$ cat config.mk
export PLATFORM = sky130hd
export DESIGN_NAME = stream_demux_1ton_flat
export DESIGN_NICKNAME = d
export VERILOG_FILES = /design/src/rtl/stream_demux_1ton_if.sv /design/src/rtl/stream_demux_1ton.sv /design/src/flat_wrapper.sv
export SDC_FILE = /design/constraint.sdc
export NUM_CORES = 1
export LEC_CHECK = 0
export BUFFER_PORTS_ARGS = -buffer_cell sky130_fd_sc_hd__buf_2
export CORE_MARGIN = 2
export CORE_UTILIZATION = 45
export DETAILED_ROUTE_END_ITERATION = 8
export PLACE_DENSITY = 0.74
export SLEW_MARGIN = 20
export SYNTH_ARGS = -nofsm -noshare
export SYNTH_HDL_FRONTEND = slang
export SYNTH_SLANG_ARGS = --single-unit
$ cat constraint.sdc
create_clock -name clk -period 2.2 [get_ports clk]
set_clock_uncertainty 0.1 [all_clocks]
set_input_delay 0.22 -clock clk [delete_from_list [all_inputs] [get_ports clk]]
set_output_delay 0.22 -clock clk [all_outputs]
set_load 0.03 [all_outputs]
$ cat src/rtl/stream_demux_1ton_if.sv
// Stream bundle between one producer, the 1-to-N demux and its N consumers.
// The master side is the producer/consumer environment; the slave side is the demux.
interface stream_demux_1ton_if #(
  parameter int WIDTH = 8,
  parameter int N     = 4,
  parameter int SEL_W = 2
);
  logic [WIDTH-1:0]   in_data;
  logic               in_valid;
  logic [SEL_W-1:0]   in_sel;
  logic               in_ready;
  logic [N*WIDTH-1:0] out_data;
  logic [N-1:0]       out_valid;
  logic [N-1:0]       out_ready;

  modport master (
    output in_data, in_valid, in_sel, out_ready,
    input  in_ready, out_data, out_valid
  );

  modport slave (
    input  in_data, in_valid, in_sel, out_ready,
    output in_ready, out_data, out_valid
  );
endinterface

$ cat src/rtl/stream_demux_1ton.sv
// Registered 1-to-N stream demultiplexer with addressed, broadcast and
// round-robin steering. Every channel owns a one-entry output register, so a
// stalled consumer only blocks traffic aimed at its own channel.
module stream_demux_1ton #(
  parameter int WIDTH = 8,
  parameter int N     = 4,
  parameter int SEL_W = 2,
  parameter int CNT_W = 8
) (
  input  logic                 clk,
  input  logic                 rst_n,
  input  logic [1:0]           mode,
  stream_demux_1ton_if.slave   bus,
  output logic [SEL_W-1:0]     rr_ptr,
  output logic [CNT_W-1:0]     drop_cnt
);

  typedef enum logic [1:0] {
    MODE_ADDR  = 2'b00,
    MODE_BCAST = 2'b01,
    MODE_RR    = 2'b10,
    MODE_RSVD  = 2'b11
  } modeT;

  localparam logic [SEL_W:0]   NUM_CH   = (SEL_W+1)'(N);
  localparam logic [SEL_W-1:0] LAST_PTR = SEL_W'(N-1);

  logic [WIDTH-1:0] r_outData [N];
  logic [N-1:0]     r_outValid;
  logic [SEL_W-1:0] r_rrPtr;
  logic [CNT_W-1:0] r_dropCnt;

  modeT             w_mode;
  logic [N-1:0]     w_free;
  logic [N-1:0]     w_addrHot;
  logic [N-1:0]     w_rrHot;
  logic             w_addrFree;
  logic             w_rrFree;
  logic             w_selInRange;
  logic             w_inReady;
  logic [N-1:0]     w_load;
  logic             w_drop;
  logic             w_advance;

  assign w_mode       = modeT'(mode);
  assign w_free       = ~r_outValid | bus.out_ready;
  assign w_selInRange = ({1'b0, bus.in_sel} < NUM_CH);

  // Decode the addressed and round-robin targets into one-hot masks and pick
  // out the free flag of each target without indexing past channel N-1.
  always_comb begin
    w_addrHot  = '0;
    w_rrHot    = '0;
    w_addrFree = 1'b0;
    w_rrFree   = 1'b0;
    for (int i = 0; i < N; i++) begin
      if (SEL_W'(i) == bus.in_sel) begin
        w_addrHot[i] = 1'b1;
        w_addrFree   = w_free[i];
      end
      if (SEL_W'(i) == r_rrPtr) begin
        w_rrHot[i] = 1'b1;
        w_rrFree   = w_free[i];
      end
    end
  end

  // Steering: in_ready comes only from mode, target and slot occupancy, never
  // from in_valid; the load mask and drop/advance strobes need a real transfer.
  always_comb begin
    w_inReady = 1'b0;
    w_load    = '0;
    w_drop    = 1'b0;
    w_advance = 1'b0;
    case (w_mode)
      MODE_BCAST: begin
        w_inReady = &w_free;
        if (bus.in_valid && w_inReady) begin
          w_load = '1;
        end
      end
      MODE_RR: begin
        w_inReady = w_rrFree;
        if (bus.in_valid && w_inReady) begin
          w_load    = w_rrHot;
          w_advance = 1'b1;
        end
      end
      default: begin
        if (!w_selInRange) begin
          w_inReady = 1'b1;
          w_drop    = bus.in_valid;
        end else begin
          w_inReady = w_addrFree;
          if (bus.in_valid && w_inReady) begin
            w_load = w_addrHot;
          end
        end
      end
    endcase
  end

  // Per-channel output register: a load wins over a drain, so a slot can be
  // emptied and refilled on the same edge; otherwise an accepted beat empties it.
  always_ff @(posedge clk) begin
    if (!rst_n) begin
      r_outValid <= '0;
      for (int i = 0; i < N; i++) begin
        r_outData[i] <= '0;
      end
    end else begin
      for (int i = 0; i < N; i++) begin
        if (w_load[i]) begin
          r_outData[i]  <= bus.in_data;
          r_outValid[i] <= 1'b1;
        end else if (bus.out_ready[i]) begin
          r_outValid[i] <= 1'b0;
        end
      end
    end
  end

  // Round-robin pointer moves only on a round-robin transfer and wraps at N-1.
  always_ff @(posedge clk) begin
    if (!rst_n) begin
      r_rrPtr <= '0;
    end else if (w_advance) begin
      if (r_rrPtr == LAST_PTR) begin
        r_rrPtr <= '0;
      end else begin
        r_rrPtr <= r_rrPtr + 1'b1;
      end
    end
  end

  // Count inputs addressed to a nonexistent channel, sticking at all-ones.
  always_ff @(posedge clk) begin
    if (!rst_n) begin
      r_dropCnt <= '0;
    end else if (w_drop && (r_dropCnt != '1)) begin
      r_dropCnt <= r_dropCnt + 1'b1;
    end
  end

  for (genvar g = 0; g < N; g++) begin : g_pack
    assign bus.out_data[g*WIDTH +: WIDTH] = r_outData[g];
  end

  assign bus.out_valid = r_outValid;
  assign bus.in_ready  = w_inReady;
  assign rr_ptr        = r_rrPtr;
  assign drop_cnt      = r_dropCnt;

endmodule

$ cat src/flat_wrapper.sv
// flat-port wrapper written by rule: the top's interface ports become plain ports
module stream_demux_1ton_flat 
#(
  parameter int WIDTH = 8,
  parameter int N     = 4,
  parameter int SEL_W = 2,
  parameter int CNT_W = 8
)
  (clk, rst_n, mode, rr_ptr, drop_cnt, bus_in_data, bus_in_valid, bus_in_sel, bus_out_ready, bus_in_ready, bus_out_data, bus_out_valid);
  stream_demux_1ton_if #(.WIDTH(WIDTH), .N(N), .SEL_W(SEL_W)) bus_i ();
  input  logic clk;
  input  logic rst_n;
  input  logic [1:0] mode;
  output logic [SEL_W-1:0] rr_ptr;
  output logic [CNT_W-1:0] drop_cnt;
  input wire logic [$bits(bus_i.in_data)-1:0] bus_in_data;
  input wire logic [$bits(bus_i.in_valid)-1:0] bus_in_valid;
  input wire logic [$bits(bus_i.in_sel)-1:0] bus_in_sel;
  input wire logic [$bits(bus_i.out_ready)-1:0] bus_out_ready;
  output wire logic [$bits(bus_i.in_ready)-1:0] bus_in_ready;
  output wire logic [$bits(bus_i.out_data)-1:0] bus_out_data;
  output wire logic [$bits(bus_i.out_valid)-1:0] bus_out_valid;
  assign bus_i.in_data = bus_in_data;
  assign bus_i.in_valid = bus_in_valid;
  assign bus_i.in_sel = bus_in_sel;
  assign bus_i.out_ready = bus_out_ready;
  assign bus_in_ready = bus_i.in_ready;
  assign bus_out_data = bus_i.out_data;
  assign bus_out_valid = bus_i.out_valid;
  stream_demux_1ton #(.WIDTH(WIDTH), .N(N), .SEL_W(SEL_W), .CNT_W(CNT_W)) u_core (.clk(clk), .rst_n(rst_n), .mode(mode), .bus(bus_i), .rr_ptr(rr_ptr), .drop_cnt(drop_cnt));
endmodule
Word level (Yosys, flattened, before mapping). Memories as Yosys holds them, arrays and structs flattened. Cells that the tools add are included.

Add/sub/neg operators: 1. Mux-type cells: 49. Reduce and logical (&&, ||, !) cells: 10. Bitwise gates (word level): 6. Equality and inequality tests: 9.

Operator list (number): $mux 1 (39); $mux 8 (4); $mux 4 (3); $eq 2x2->1 const A (4); $pmux 4 s2 (1); $reduce_bool 2->1 (4); $eq 1x2->1 const A (2); $eq 2x2->1 const B (2); $logic_not 2->1 (2); $not 4->4 (1); $or 1x1->1 (4); $or 4x4->4 (1); $reduce_and 4->1 (1); $logic_and 1x1->1 (3); $add 2x1->2 const B (1); $eq 2x1->1 const B (1); $mux 2 (1); $pmux 1 s2 (1).

Bits of input ports: 19. Memories kept: 1. RAM bits: 32. Register bits after elaboration: 6. Output and inout port bits: 47.

Memories: u_core.r_outData (words 4, bits a word 8, rd ports 4, clocked after memory_dff 0, write ports 4, RTL line stream_demux_1ton.sv:28) `logic [WIDTH-1:0] r_outData [N];`.

Logic depth before layout (Yosys ltp).
Word-level depth: 13. Depth in mapped cells: 7.

Worst setup path before layout. OpenSTA, ideal clock, no wires.

Kind: reg2reg. Start point: register u_core.r_rrPtr[0], in the netlist u_core.rr_ptr[0]. End point: memory u_core.r_outData[0][0] (enable). Required time: 1.765 ns. Arrival: 1.936 ns. Cell stages (with the launch flop): 7. Setup time: 0.335 ns. Path slack: -0.171 ns. Buffers on the path: 0. Cell sequence: dfxtp_1 inv_1 ha_1 inv_1 o21ai_0 o311ai_4 nand3_1.

RTL lines: start: declaration (RTL line stream_demux_1ton.sv:30) `logic [SEL_W-1:0] r_rrPtr;`; start signal: assignment (RTL line stream_demux_1ton.sv:131) `r_rrPtr <= r_rrPtr + 1'b1;`; end: declaration (RTL line stream_demux_1ton.sv:28).

Worst setup path in the final report.
Start point: register u_core.r_rrPtr[0], in the netlist u_core.rr_ptr[0]. End point: output bus_in_ready.

Word-level cells in the longest chain between the ends: 6. Elaborated cells between the ends (all ways): 9. Classes of those cells: 3 x eq/ne; 5 x mux; 1 x reduce/logical.

Ends and longest elaborated chain: $logic_not 2->1 (RTL line stream_demux_1ton.sv:61) `if (SEL_W'(i) == r_rrPtr) begin`; $mux 1 (3 in series) (RTL line stream_demux_1ton.sv:61); $mux 1 * (RTL line stream_demux_1ton.sv:61); $pmux 1 s2 * (RTL line stream_demux_1ton.sv:75) `case (w_mode)`; end: declaration (RTL line flat_wrapper.sv:20) `output wire logic [$bits(bus_i.in_ready)-1:0] bus_in_ready;`.

Mark *: on every way between the ends. The rest lies on a longest branch, timed or not.

==> metrics.md <==
| Metric | Value |
|---|---|
| Clock slew seen by the registers of the worst setup and hold paths | `approximately 0.07 ns` |
| Number of buffers inserted by port buffering | `57` |
| Area of the multi-input gates | `roughly 880 um2` |
| Most common cell in the synthesized netlist | `edfxtp_1` |
| H-tree level count | `2` |
| Final setup violation count | `0` |
| RSZ-0062 raised after global routing | `yes` |
| Number of antenna violations at the first check in global routing | `0` |
| Area Overhead vs Synth | `25.8%` |
| Routed via count | `1,558` |
| Post-synthesis sequential area ratio | `0.544` |
| Final core utilization | `0.582` |
| Type of element capturing the critical path | `output port` |
| Post-Synthesis Cells | `175` |
| Arrival time worst endpoint | `1.82 ns` |
| Post-DP HPWL | `3.23 mm` |
| Filler instances | `374` |
| Initial cell density of the core | `0.462` |
| TritonCTS clock tree | `built` |
| Maximum fanout encountered on the critical timing path | `5` |
| Number of enable-type register cells in the synthesized netlist | `32` |
| DRC violations left | `0` |
| Hold path startpoint | `bus_in_valid` |
| WL met1 | `1.87 mm` |
| DIE AREA | `4960 um2` |
| Core area | `4290 um2` |
| Max Clock Freq | `0.467 GHz` |
| Required @ worst endpoint | `1.88 ns` |
| Fraction of final layout cells with drive strength greater than 1 | `0.405` |
| Sequential standard cell area | `1090 um2` |
| Detailed router's first-iteration violation count | `105` |
| Routability congestion estimate from global placement | `0.937` |
| Share of flip-flops with an asynchronous set or reset | `0` |
| Primary flip-flop cell chosen by synthesis mapping | `edfxtp_1` |
| CP startpoint | `u_core.rr_ptr[0]$_SDFFE_PN0P_` |
| Height of the die | `70.4 um` |
| TritonCTS Sinks | `38` |
| Number of flip-flops and latches in the synthesized netlist | `38` |
| Placement-stage worst setup slack | `-0.00508 ns` |
| FF-to-FF Start | `u_core.rr_ptr[0]$_SDFFE_PN0P_` |
| Crit path time final | `2.14 ns` |
| Pins Over Slew Limit | `0` |
| Global route total overflow | `0` |
| Amount of wire on met2 after detailed routing | `between 1.5 and 2 mm` |
| Final Hold Slack | `slightly below 0.2 ns` |
| Max-cap check violation count | `0` |
| Net count, final | `266` |
| PwrDens | `678 nW/um2` |
| Top Layer Used | `met4` |
| Worst Setup Start Kind | `register` |
| Hold/Removal Path Class | `input port to register` |
| Worst Slack Setup Final | `0.0564 ns` |
| Average wire length per cell after detail routing | `14.3 um` |
| Post-synthesis cell area | `1990 um2` |
| Result of the run | `finished clean` |
| All-layer global routing usage | `0.179` |
| Cell at the root of the clock tree | `clkbuf_8` |
| Area share of the largest cell type after synthesis | `0.484` |
| First-pass GRT wire length | `approximately 6.9 mm` |
| Antenna Cells | `0` |
| Horizontal die dimension | `just over 70 um` |
| Inserted Clock Buffers | `5` |
| P_leak | `1.06 nW` |
| Avg Cell Area, Syn | `11.3 um2` |
| Remaining number of nets flagged by the antenna check after routing | `0` |
| Leading cell types by count after synthesis | `32 x edfxtp_1, 27 x nor2_1, 19 x nand2_1, 14 x a21oi_1` |
| Sum of routed wire length over all layers | `4.20 mm` |
| Top cells by area, synth | `edfxtp_1 48%, dfxtp_1 6.0%, nor2_1 5.1%` |
| Number of standard-cell rows in the floorplan | `24` |
| Sum of met3 wire segment lengths after detailed routing | `298 um` |
| Clk_lat worst skew | `0.29 ns` |
| Vias in the first global route | `1,442` |
| Vias per cell | `5.30` |
| Number of distinct library cells after synthesis | `46` |
| Maximum root-to-sink buffer count | `2` |
| Cell taking the most area after synthesis | `edfxtp_1` |
| Maximum number of pins on one net before global-route repair | `19` |
| Category of the critical setup timing path | `register to output port` |
| Peak supply drop | `0.271 mV` |
| IO Count | `66` |
| Pre-Repair DR Iteration Count | `4` |
| Synthesis warning total | `0` |
| Final clock period utilization by the worst path | `0.974` |
| Final Hold Viols | `0` |
==> power by group <==
group	total [mW]	internal, mW	leakage, nW	switching [mW]
Combinational	0.383	0.118	0.626	0.265
Clock	0.456	0.219	0.0450	0.237
Sequential	0.855	0.835	0.386	0.0195
Total	1.69	1.17	1.06	0.522
==> cell usage in the layout, fill, tap and decap left out, drive strengths merged <==
master / n
and4bb: 1
nor3: 1
nor2: 27
nand4: 2
nand4b: 2
mux2i: 2
and2b: 2
o21ai: 2
o41ai: 1
or3: 2
dfxtp: 6
a22oi: 1
nand3b: 4
nor3b: 1
nand2: 19
a21oi: 15
ha: 6
nor4: 3
and3: 1
buf: 65
o311a: 1
conb: 8
o31ai: 1
a211oi: 2
o311ai: 1
nand2b: 3
and3b: 1
nor2b: 3
clkbuf: 6
mux4: 1
a32oi: 1
edfxtp: 32
a31oi: 1
clkinv: 2
nor4b: 2
inv: 8
nand3: 4
a2111oi: 2
==> worst paths after layout <==
path / slack [ns] / cells after the start / end
worst min-delay path: 0.19 / 3 / u_core.bus.out_valid[3]$_SDFFE_PN0P_
worst max register to register: 0.16 / 5 / u_core.r_outData[2][3]$_SDFFCE_PN0P_
worst min register to register: 0.42 / 2 / u_core.rr_ptr[1]$_SDFFE_PN0P_
worst max-delay path: 0.06 / 7 / bus_in_ready
==> critical path: stages (launching register included) <==
cell	delay [ns]
dfxtp_4	0.38
inv_4	0.08
ha_4	0.14
nor2b_4	0.13
a22oi_2	0.07
or3_1	0.34
a32oi_1	0.21
buf_4	0.19
==> metal layers <==
metal / track usage / vias to the layer above
met1: 0.237 / 734
met3: 0.0447 / 7
met5: 0 / -
li1: - / 753
met4: 0.0598 / 0
met2: 0.286 / 64
==> through the flow <==
step | instance area, um2 | setup TNS (ns) | cells | power (mW)
after detailed placement | 2340 | -0.0396 | 286 | 1.24
final | 2500 | 0 | 294 | 1.69
after global routing | 2500 | -0.0230 | 294 | 1.76
after CTS | 2440 | 0 | 294 | 1.70
after floorplan | 2020 | 0 | 182 | 1.14
after global placement | 2340 | 0 | 286 | 1.24
==> cell type report <==
class | count | share of cell area
inverters | 8 | 0.0140
repair buffers | 65 | 0.139
clock inverters | 2 | 0.00401
multi-input cells | 123 | 0.352
well taps | 52 | 0.0261
flip-flops and latches | 38 | 0.436
clock buffers | 6 | 0.0291
==> sequential cells by signal, summed over array words and instances (netlist names) <==
register	count
u_core.r_outData	32
u_core.bus.out_valid	4
u_core.rr_ptr	2
==> cells by family after synthesis <==
family | count (synthesis) | share of synthesized area
other cells | 1 | 0.00189
compound gates | 28 | 0.115
buf+inv | 21 | 0.0592
flops | 38 | 0.544
simple gates | 78 | 0.221
mux | 3 | 0.0214
fa+ha+maj | 6 | 0.0378
==> what timing repair did <==
item,4_1_cts,5_1_grt
pin swaps,1,2
setup endpoints to repair,9,18
hold buffers,0,0
buffers inserted,0,0
gates resized for setup,6,14
Power figures use the tool's default switching activity.
